$ cat src/rtl/prime_shift_pkg.sv
// Shared encodings and elaboration-time prime helpers for the prime/shift unit.
package prime_shift_pkg;

  localparam logic SEL_PRIME       = 1'b0;
  localparam logic SEL_NONPRIME    = 1'b1;
  localparam logic MODE_PREV_RIGHT = 1'b0;
  localparam logic MODE_NEXT_LEFT  = 1'b1;

  // Trial division; only ever evaluated at elaboration to build the lookup tables.
  function automatic bit is_prime(input int n);
    bit r;
    r = (n >= 2);
    for (int d = 2; d * d <= n; d++) begin
      if (n % d == 0) r = 1'b0;
    end
    return r;
  endfunction

  // Largest prime below 2^w.
  function automatic int max_prime(input int w);
    int r;
    r = 2;
    for (int m = 2; m < (1 << w); m++) begin
      if (is_prime(m)) r = m;
    end
    return r;
  endfunction

  // Largest prime strictly below n; wraps to the largest W-bit prime.
  function automatic int prev_prime(input int n, input int w);
    int r;
    r = 0;
    for (int m = 2; m < n; m++) begin
      if (is_prime(m)) r = m;
    end
    if (r == 0) r = max_prime(w);
    return r;
  endfunction

  // Smallest prime strictly above n within W bits; wraps to 2.
  function automatic int next_prime(input int n, input int w);
    int r;
    r = 0;
    for (int m = (1 << w) - 1; m > n; m--) begin
      if (is_prime(m)) r = m;
    end
    if (r == 0) r = 2;
    return r;
  endfunction

endpackage

$ cat src/rtl/prime_lut_p.sv
// Combinational primality / neighbour-prime lookup over every W-bit value.
module prime_lut_p
  import prime_shift_pkg::*;
#(
  parameter int unsigned W = 4
) (
  input  logic [W-1:0] i_number,
  output logic         o_is_prime,
  output logic [W-1:0] o_prev,
  output logic [W-1:0] o_next
);

  localparam int unsigned N = 1 << W;

  logic [N-1:0] w_prime_tab;
  logic [W-1:0] w_prev_tab [N];
  logic [W-1:0] w_next_tab [N];

  // Constant tables, one entry per possible operand.
  for (genvar g = 0; g < N; g++) begin : g_tab
    assign w_prime_tab[g] = is_prime(g) ? 1'b1 : 1'b0;
    assign w_prev_tab[g]  = W'(prev_prime(g, int'(W)));
    assign w_next_tab[g]  = W'(next_prime(g, int'(W)));
  end

  assign o_is_prime = w_prime_tab[i_number];
  assign o_prev     = w_prev_tab[i_number];
  assign o_next     = w_next_tab[i_number];

endmodule

$ cat src/rtl/prime_shift_unit_p.sv
// Classifies each accepted number, applies the requested prime/shift op and keeps
// per-op wrap counters plus a saturating mismatch counter.
module prime_shift_unit_p
  import prime_shift_pkg::*;
#(
  parameter int unsigned W       = 4,
  parameter int unsigned CNT_MOD = 10,
  parameter int unsigned CNT_W   = 8
) (
  input  logic             CLK,
  input  logic             clear,
  input  logic             in_valid,
  input  logic [W-1:0]     number,
  input  logic             selection,
  input  logic             mode,
  output logic [W-1:0]     digit0,
  output logic [W-1:0]     digit1,
  output logic [CNT_W-1:0] count0,
  output logic [CNT_W-1:0] count1,
  output logic             warning,
  output logic             out_valid,
  output logic [CNT_W-1:0] err_count
);

  function automatic logic [CNT_W-1:0] inc_mod(input logic [CNT_W-1:0] v);
    if (int'(v) + 1 >= int'(CNT_MOD)) return '0;
    return v + CNT_W'(1);
  endfunction

  logic             w_is_prime;
  logic [W-1:0]     w_prev, w_next;
  logic             w_match;

  logic [W-1:0]     r_digit0, r_digit1, w_digit0_d, w_digit1_d;
  logic [CNT_W-1:0] r_count0, r_count1, w_count0_d, w_count1_d;
  logic [CNT_W-1:0] r_pp, r_pn, r_nr, r_nl, w_pp_d, w_pn_d, w_nr_d, w_nl_d;
  logic [CNT_W-1:0] r_err, w_err_d;
  logic             r_warning, w_warning_d;
  logic             r_out_valid, w_out_valid_d;

  prime_lut_p #(
    .W(W)
  ) u_lut (
    .i_number  (number),
    .o_is_prime(w_is_prime),
    .o_prev    (w_prev),
    .o_next    (w_next)
  );

  // Next-state: execute the matching op or flag the mismatch; idle holds everything.
  always_comb begin
    w_match       = (w_is_prime == (selection == SEL_PRIME));
    w_digit0_d    = r_digit0;
    w_digit1_d    = r_digit1;
    w_count0_d    = r_count0;
    w_count1_d    = r_count1;
    w_pp_d        = r_pp;
    w_pn_d        = r_pn;
    w_nr_d        = r_nr;
    w_nl_d        = r_nl;
    w_err_d       = r_err;
    w_warning_d   = r_warning;
    w_out_valid_d = 1'b0;
    if (in_valid) begin
      if (w_match) begin
        w_warning_d   = 1'b0;
        w_out_valid_d = 1'b1;
        w_digit0_d    = number;
        if (selection == SEL_PRIME) begin
          if (mode == MODE_PREV_RIGHT) begin
            w_digit1_d = w_prev;
            w_pp_d     = inc_mod(r_pp);
          end else begin
            w_digit1_d = w_next;
            w_pn_d     = inc_mod(r_pn);
          end
          w_count0_d = w_pp_d;
          w_count1_d = w_pn_d;
        end else begin
          if (mode == MODE_PREV_RIGHT) begin
            w_digit1_d = number >> 1;
            w_nr_d     = inc_mod(r_nr);
          end else begin
            w_digit1_d = {number[W-2:0], 1'b0};
            w_nl_d     = inc_mod(r_nl);
          end
          w_count0_d = w_nr_d;
          w_count1_d = w_nl_d;
        end
      end else begin
        w_warning_d = 1'b1;
        if (r_err != '1) w_err_d = r_err + CNT_W'(1);
      end
    end
  end

  // State registers; clear wins over any sample in the same cycle.
  always_ff @(posedge CLK) begin
    if (clear) begin
      r_digit0    <= '0;
      r_digit1    <= '0;
      r_count0    <= '0;
      r_count1    <= '0;
      r_pp        <= '0;
      r_pn        <= '0;
      r_nr        <= '0;
      r_nl        <= '0;
      r_err       <= '0;
      r_warning   <= 1'b0;
      r_out_valid <= 1'b0;
    end else begin
      r_digit0    <= w_digit0_d;
      r_digit1    <= w_digit1_d;
      r_count0    <= w_count0_d;
      r_count1    <= w_count1_d;
      r_pp        <= w_pp_d;
      r_pn        <= w_pn_d;
      r_nr        <= w_nr_d;
      r_nl        <= w_nl_d;
      r_err       <= w_err_d;
      r_warning   <= w_warning_d;
      r_out_valid <= w_out_valid_d;
    end
  end

  assign digit0    = r_digit0;
  assign digit1    = r_digit1;
  assign count0    = r_count0;
  assign count1    = r_count1;
  assign warning   = r_warning;
  assign out_valid = r_out_valid;
  assign err_count = r_err;

endmodule

$ cat config.mk
export PLATFORM = sky130hd
export DESIGN_NAME = prime_shift_unit_p
export DESIGN_NICKNAME = d
export VERILOG_FILES = /design/src/rtl/prime_shift_pkg.sv /design/src/rtl/prime_lut_p.sv /design/src/rtl/prime_shift_unit_p.sv
export SDC_FILE = /design/constraint.sdc
export NUM_CORES = 1
export LEC_CHECK = 0
export ABC_AREA = 1
export CORE_AREA = 2 2 88 90
export CTS_CLUSTER_SIZE = 20
export DETAILED_ROUTE_END_ITERATION = 16
export DIE_AREA = 0 0 90 92
export PLACE_DENSITY_LB_ADDON = 0.25
export SLEW_MARGIN = 20
export SYNTH_ARGS = -nofsm -noshare
export SYNTH_HDL_FRONTEND = slang
export SYNTH_HIERARCHICAL = 1
export SYNTH_SLANG_ARGS = --single-unit
$ cat constraint.sdc
create_clock -name CLK -period 1.6 [get_ports CLK]
set_input_delay 0.16 -clock CLK [delete_from_list [all_inputs] [get_ports CLK]]
set_output_delay 0.16 -clock CLK [all_outputs]
set_load 0.03 [all_outputs]
# Yosys cells after proc, flatten, opt, wreduce, memory -nomap -nowiden

Memory sizes are Yosys's and may differ from the RTL's.
Cells that the tools add are included.

Register bits after elaboration: 66
Bits in read-only memories: 144
Input bits: 9
Output and inout bits: 34
Logic and storage cells: 84
Memories: 3

Add/sub/neg operators: 9
Order comparisons: 6
Equal/unequal tests: 2
Multiplexer cells: 44
Bitwise operators: 4
Reductions and logical operators: 5

Memories:

| name            | depth | width | rd ports | clocked after Yosys merged registers in | wr ports | line              | RTL |
|---|---|---|---|---|---|---|---|
| (no name shown) | 16    | 4     | 1        | 0                                       | 0        | prime_lut_p.sv:28 | `assign o_next = w_next_tab[i_number];` |
| (no name shown) | 16    | 4     | 1        | 0                                       | 0        | prime_lut_p.sv:27 | `assign o_prev = w_prev_tab[i_number];` |
| (no name shown) | 16    | 1     | 1        | 0                                       | 0        | prime_lut_p.sv:26 | `assign o_is_prime = w_prime_tab[i_number];` |

Operator list:

| cell                | number |
|---|---|
| $mux 8              | 14 |
| $add 8x1->8 const B | 5 |
| $add 8x1->9 const B | 4 |
| $ge 9x4->1 const B  | 4 |
| $mux 4              | 7 |
| $mux 1              | 23 |
| $reduce_and 3->1    | 3 |
| $ne 8x8->1 const B  | 1 |
| $ge 5x5->1 const B  | 1 |
| $lt 4x5->1 const B  | 1 |
| $not 4->5           | 1 |
| $not 1->1           | 3 |
| $reduce_and 2->1    | 1 |
| $reduce_or 2->1     | 1 |
| $eq 1x1->1          | 1 |

# Logic depth before layout (Yosys ltp)

Gate-level depths: netlist of run 1.

Depth after elaboration: 10
Gate-level depth with buffers: 16
Depth with buffers taken out: 15

# By module

The synthesis of run 1 kept the hierarchy.

By module, submodules not included:

| module             | instances | cells each | area each (µm²) | sequential area each (µm²) |
|---|---|---|---|---|
| prime_shift_unit_p | 1         | 502        | 3473.3          | 1321.3 |
| prime_lut_p        | 1         | 33         | 142.6           | 0.0 |

# Worst setup path before layout of run 1

Ideal clock, no wire load.

Path kind: register to register
Start point: register r_err[1] (netlist: err_count[1])
End point: register r_err[5] (netlist: err_count[5])
Setup time: 70 ps
Arrival: 1633 ps
Data required time: 1530 ps
Slack: -103 ps
Cell stages (with the launch flop): 10
Path buffers: 0
Clock period less this slack: 1703 ps
Cells stage by stage: dfxtp_1 -> ha_1 -> nand2_1 -> nor3_1 -> nand2_1 -> nand2_1 -> inv_1 -> nand3_1 -> o21ai_0 -> a21oi_1

Longest elaborated chain between the ends: 2
Elaborated cells on any way between the ends: 3
Those cells by class: add/sub: 1; eq/ne: 1; reduce/logical: 1

RTL lines:

| item                                                                | line                      | RTL |
|---|---|---|
| start, declared                                                     | prime_shift_unit_p.sv:37  | `logic [CNT_W-1:0] r_err, w_err_d;` |
| start signal, assigned                                              | prime_shift_unit_p.sv:120 | `r_err <= w_err_d;` |
| parallel branches: the longest is 2 deep, another holds $add 8x1->8 | n/a                       |  |

Several ways; the timed one is not identified.
A chain may end at the register's enable or synchronous reset.

# Worst setup path after layout of run 1

Start point: register r_pn[1]
End point: register r_pn[3]

Longest elaborated chain between the ends: 9
Elaborated cells on any way between the ends: 10
Those cells by class: add/sub: 2; order compare: 1; mux: 7

RTL lines:

| item                   | line                      | RTL |
|---|---|---|
| start, declared        | prime_shift_unit_p.sv:36  | `logic [CNT_W-1:0] r_pp, r_pn, r_nr, r_nl, w_pp_d, w_pn_d, w_nr_d, w_nl_d;` |
| start signal, assigned | prime_shift_unit_p.sv:117 | `r_pn <= w_pn_d;` |
| $add 8x1->9            | prime_shift_unit_p.sv:26  | `if (int'(v) + 1 >= int'(CNT_MOD)) return '0;` |
| $ge 9x4->1             | prime_shift_unit_p.sv:26  |  |
| $mux 1                 | prime_shift_unit_p.sv:26  |  |
| $mux 1                 | prime_shift_unit_p.sv:70  | `if (mode == MODE_PREV_RIGHT) begin` |
| $mux 1                 | prime_shift_unit_p.sv:69  | `if (selection == SEL_PRIME) begin` |
| $mux 1                 | prime_shift_unit_p.sv:65  | `if (w_match) begin` |
| $mux 1                 | prime_shift_unit_p.sv:64  | `if (in_valid) begin` |
| $mux 8 *               | prime_shift_unit_p.sv:27  | `return v + CNT_W'(1);` |
| $mux 8 *               | prime_shift_unit_p.sv:70  |  |

Every way passes the cells marked *; elsewhere a longest branch is shown, timed or not. The select of a mux whose other input is x is not followed.

==> flow_summary.ini, run 1 <==
[yosys]
synth.most_common_cell = nand2_1
ys_top_cells_by_count = nand2_1 (156), dfxtp_1 (66), inv_1 (59), nor2_1 (43), nand3_1 (38)
synth_area_leader_cell = dfxtp_1
ys.flop_type = dfxtp_1
ys_warn_count = 6
netlist.area_leader.share_pct = 36.5
syn_avg_cell_area_um2 = 6.76
synth_enable_flop_cells = 0
syn_area_mm2 = 0.00362
async_flop_share_pct = 0
syn_inst = 535
synth.top_cells.by_area = dfxtp_1 (37%), nand2_1 (16%), inv_1 (6.1%)
synth_cell_types = 35
synth_seq_cells = 66
syn_nets = 553
seq_area_frac_synth_pct = 36.5

[pwr]
combPwrFrac_pct = 13.3
vdd_drop_max_v = 0.000435
p_leak_nw = 2.13
p_total_w = 0.00376
swShare_pct = 26.2
pwr-share-seq_pct = 45.0
p_per_area_mw_per_mm2 = 735
internal_power_w = 0.00278
clkPwrFrac_pct = 41.7
net-switching-power_w = 0.000986

[timing]
fin_skew_ns = 0.00662
fin_tns_setup_ns = -0.0189
grt_setup_unrepaired = yes
slew_viol_final = 0
fin_ws_ns = -0.0189
relSlewSlack_pct = 67.0
hold_viol_final = 0
max_clock_freq_mhz = 618
fin_crit_sh_pct = 101
setup_violations = 1
period_minus_slack_ns = 1.62
worstMarginPinSlew_ns = 0.496

[run_status]
status = complete, but fails checks
violations = negative setup slack

[min_path]
min_path_type = primary input to register

[global_routing]
grt_pass1_wl_um = 15900
antenna_found_initial = 0
overflow = 0
grt_pass1_vias = 3589
grt_max_degree = 40
grt_use_total_pct = 23.5

[floorplanning]
rows = 32
core_region_area_mm2 = 0.00745
dieArea_mm2 = 0.00828
fp.dieH_um = 92
pin_count = 43
die_w_um = 90
initial_utilization_pct = 48.6

[drt]
dr.pass1.iters = 4
via_per_inst = 5.09
drc = 0
routed_wl_um = 9780
ant_nets = 0
wl_per_cell_um = 13.2
vias = 3782
drt-initial-drc-count = 206

[setup_path]
cp_max_fo = 3
cpMaxStageDelayCell = dfxtp_2
crit_family = simple AND/OR/NAND/NOR gates
startpoint_type = register
crit_path_cell_trace = inv_2, ha_4, inv_4, nor2_4, nand3_2, nand2_2, nand2_2, nor2_4, nand2_2, nor2_4, nand2_1, a21oi_2
max_stage_delay_ns = 0.36
worstSetupEndpointType = register
required_ns = 1.89
critPathBufInv = 2
crit_type = register to register
arrival_ns = 1.91

[place]
gp_congestion = 0.860
dpl.cell_count = 723
port_buffers = 42
dp_hpwl_um = 6750

[final_layout]
num-nets-final = 654
drive_above_1_share_pct = 29.6
post-route-util_pct = 68.7
fin_cells = 743
syn2layout_area_growth_pct = 41.5
n_antenna_cell = 0

[clock_tree]
root_buffer = clkbuf_8
numCtsBuffers = 9
clockBufferDepth = 2
cts_tree = done
clk_pin_slew_ns = 0.08
clk_latency_ns = 0.35
cts.sinks = 66
h-tree-depth = 3

[job]
drv_cap = 0
metrics by stage:
step / hold slack, ns / instance area [um2] / setup WS (ns)
6_report: 0.101 / 5110 / -0.0189
5_1_grt: 0.110 / 5110 / -0.116
4_1_cts: 0.102 / 4840 / -0.0480
3_5_place_dp: 0.454 / 4560 / -0.416
3_3_place_gp: 0.449 / 4560 / -0.349
2_1_floorplan: 0.263 / 3620 / 0.0313
what timing repair did:
action / CTS / global route
endpoints found under the setup margin: 20 / 34
endpoints found under the hold margin: 0 / 0
pin swaps: 6 / 23
buffers inserted: 2 / 2
hold buffers: 0 / 0
cloned: 0 / 0
gates resized for setup: 19 / 76
final cells by class:
class / count / area, um2
Timing Repair Buffer: 105 / 937
Fill cell: 627 / 2330
Inverter: 70 / 273
Clock buffer: 13 / 179
Multi-Input combinational cell: 384 / 2210
Tap cell: 102 / 128
Sequential cell: 66 / 1340
Clock inverter: 3 / 45.0
path summary, 6_finish.rpt:
check | startpoint | end | slack, ns | cells past startpoint
setup / recovery | r_pn[1] | r_pn[3] | -0.02 | 12
setup reg to reg | r_pn[1] | r_pn[3] | -0.02 | 12
hold / removal | clear | err_count[7] | 0.10 | 2
hold reg to reg | r_nr[5] | r_nr[5] | 0.47 | 2
worst reg2reg max path: cells and delay by family (launching register included):
family | cells | cell delay, ns
compound gates | 1 | 0.13
simple gates | 8 | 0.70
fa+ha+maj | 1 | 0.28
flops | 1 | 0.36
buf+inv | 2 | 0.10
per-layer routing:
layer  up-vias  GRT usage (%)  wire length (um)
li1       1922              -                 -
met1      1752           28.7              4370
met2        87           40.3              4820
met3        21           4.77               375
met4         0           10.0               212
met5         -              0                 0
state kept, by name, indices dropped and copies added (netlist names), 8 cells and up:
signal,flops
r_pn,8
err_count,8
count0,8
r_pp,8
r_nl,8
r_nr,8
count1,8
power groups by stage:
stage | combinational [W] | clock, W | sequential (W)
2_1_floorplan | 0.000196 | 0 | 0.00178
5_1_grt | 0.000544 | 0.00166 | 0.00170
3_3_place_gp | 0.000464 | 0 | 0.00173
4_1_cts | 0.000474 | 0.00159 | 0.00169
3_5_place_dp | 0.000470 | 0 | 0.00173
6_report | 0.000501 | 0.00157 | 0.00169
logic make-up (layout without fill, tap and decap cells):
| logic type | Yosys count | in the layout | synth area share (%) |
|---|---|---|---|
| AND/OR/NAND/NOR | 284 | 284 | 35.7 |
| AO/OA/AOI/OAI | 86 | 86 | 13.6 |
| buffers and inverters | 85 | 191 | 9.79 |
| flip-flops | 66 | 66 | 36.5 |
| adder cells (fa/ha/maj) | 9 | 9 | 3.11 |
| XOR/XNOR | 5 | 5 | 1.21 |
cells in the final DEF, fill, tap and decap left out, drive strengths merged, types with 8 or more instances in the layout:
cell type	netlist	final
a31oi	8	8
clkbuf	7	13
a21oi	41	41
buf	8	64
dfxtp	66	66
nand3	42	42
o21ai	28	28
nand2	160	160
nand4	9	9
nor2	58	58
clkdlybuf4s50	0	32
nor3	10	10
ha	9	9
inv	70	70
Power figures use the tool's default switching activity.
==> run 2, diff against run 1 <==
--- a/config.mk
+++ b/config.mk
@@ -10,6 +10,7 @@
 export CTS_CLUSTER_SIZE = 20
 export DETAILED_ROUTE_END_ITERATION = 16
 export DIE_AREA = 0 0 90 92
+export HOLD_SLACK_MARGIN = 0.15
 export PLACE_DENSITY_LB_ADDON = 0.25
 export SLEW_MARGIN = 20
 export SYNTH_ARGS = -nofsm -noshare
==> flow_summary.ini, run 2 (synthesis results as in run 1) <==
[timing]
fin_hold_ws_ns = 0.180
fin_skew_ns = 0.00713
grt_setup_unrepaired = yes
fin_tns_setup_ns = -0.0279
setup_violations = 2
max_clock_freq_mhz = 615
worstMarginPinSlew_ns = 0.483
period_minus_slack_ns = 1.63
hold_viol_final = 0
fin_ws_ns = -0.0253
relSlewSlack_pct = 67.8
fin_crit_sh_pct = 102
slew_viol_final = 0

[clock_tree]
clk_latency_ns = 0.35
clockBufferDepth = 2
cts.sinks = 66
clk_pin_slew_ns = 0.07
root_buffer = clkbuf_8
numCtsBuffers = 9
cts_tree = done
h-tree-depth = 3

[job]
drv_cap = 0

[place]
port_buffers = 42
dp_hpwl_um = 6750
place_ws_ns = -0.416
gp_congestion = 0.860

[final_layout]
post-route-util_pct = 68.8
drive_above_1_share_pct = 29.6
syn2layout_area_growth_pct = 41.7
final_common_cell = nand2_1
layout_common_cells = nand2_1 (141), buf_4 (59), dfxtp_1 (55)
n_antenna_cell = 0
num-nets-final = 655
num-fill-cells = 627

[setup_path]
cpMaxStageDelayCell = dfxtp_1
r2r_slack_ns = -0.03
worstSetupEndpointType = register
crit_path_cell_trace = nand2_2, nor2_4, nand2_1, nand2_1, nand3_2, nor2_4, nand2_2, nor2_4, nand2_1, a21oi_2
rr_worst_depth = 10
startpoint_type = register
crit_path_start = r_pn[2]
cp_max_fo = 8
crit_type = register to register
max_stage_delay_ns = 0.53
r2r_end = r_pn[3]
required_ns = 1.89
rr_startpoint = r_pn[2]
arrival_ns = 1.91

[pwr]
p_total_w = 0.00376
vdd_drop_max_v = 0.000433
p_per_area_mw_per_mm2 = 734
p_leak_nw = 2.11

[drt]
drc = 0
via_per_inst = 5.11
vias = 3802
ant_nets = 0
dr.pass1.iters = 5
routed_wl_um = 9750
drt-initial-drc-count = 218
wl_per_cell_um = 13.1

[min_path]
min_path_cells = 4
min_from = number[3]
hold_end = digit0[3]
min_path_type = primary input to register

[run_status]
status = complete, but fails checks
violations = negative setup slack

[floorplanning]
dieArea_mm2 = 0.00828
rows = 32
initial_utilization_pct = 48.6
core_region_area_mm2 = 0.00745
fp.dieH_um = 92
die_w_um = 90
pin_count = 43

[global_routing]
overflow = 0
antenna_found_initial = 0
grt_use_total_pct = 23.5
grt_pass1_vias = 3595
grt_max_degree = 40
grt_pass1_wl_um = 15900
-- run 2: worst max path at each step --
stage                     slack (ns)           end  cells past startpoint
after floorplan                 0.03  err_count[5]                      9
after global placement         -0.35     count0[3]                     16
after detailed placement       -0.42     count1[2]                     16
after CTS                      -0.05       r_pn[3]                     12
after global routing           -0.12       r_pn[3]                     12
final                          -0.03       r_pn[3]                     10
-- run 2: where the power goes --
group	leakage, nW	switching, W	total [W]	internal (W)
clock network	0.108	0.000673	0.00156	0.000890
registers	0.540	0.0000236	0.00169	0.00167
logic	1.46	0.000286	0.000502	0.000217
total	2.11	0.000982	0.00376	0.00278
-- run 2: final cells by class --
cell class	count	area [um2]	share of cell area, %
repair buffers	106	945	18.4
flip-flops and latches	66	1340	26.2
clock inverters	3	45.0	0.879
multi-input cells	384	2210	43.2
inverters	70	273	5.32
well taps	102	128	2.49
clock buffers	13	179	3.49
-- run 2: worst max-delay path, delay by kind of cell, from the launching register on --
family / cells / cell delay [ns]
DFF: 1 / 0.53
and+or+nand+nor: 9 / 0.89
AOI/OAI and AO/OA: 1 / 0.13
-- run 2: repair_timing --
| action | in CTS | in global routing |
|---|---|---|
| pin swaps | 6 | 23 |
| buffers inserted | 2 | 2 |
| hold endpoints to repair | 4 | 0 |
| gates cloned | 0 | 0 |
| resized for setup | 19 | 75 |
| hold buffers | 1 | 0 |
| setup endpoints to repair | 20 | 33 |
-- run 2: per-stage QoR --
| step | instances | instance area [um2] |
|---|---|---|
| after floorplan | 535 | 3620 |
| after global placement | 723 | 4560 |
| after detailed placement | 723 | 4560 |
| after CTS | 742 | 4850 |
| after global routing | 744 | 5120 |
| final | 744 | 5120 |
-- run 2: metal layers --
layer | vias to the layer above | part of all wire, % | track usage (%)
met4 | 0 | 1.9 | 9.87
met3 | 16 | 4.2 | 4.77
met5 | - | 0 | 0
met1 | 1770 | 44 | 28.7
met2 | 90 | 50 | 40.4
li1 | 1926 | - | -
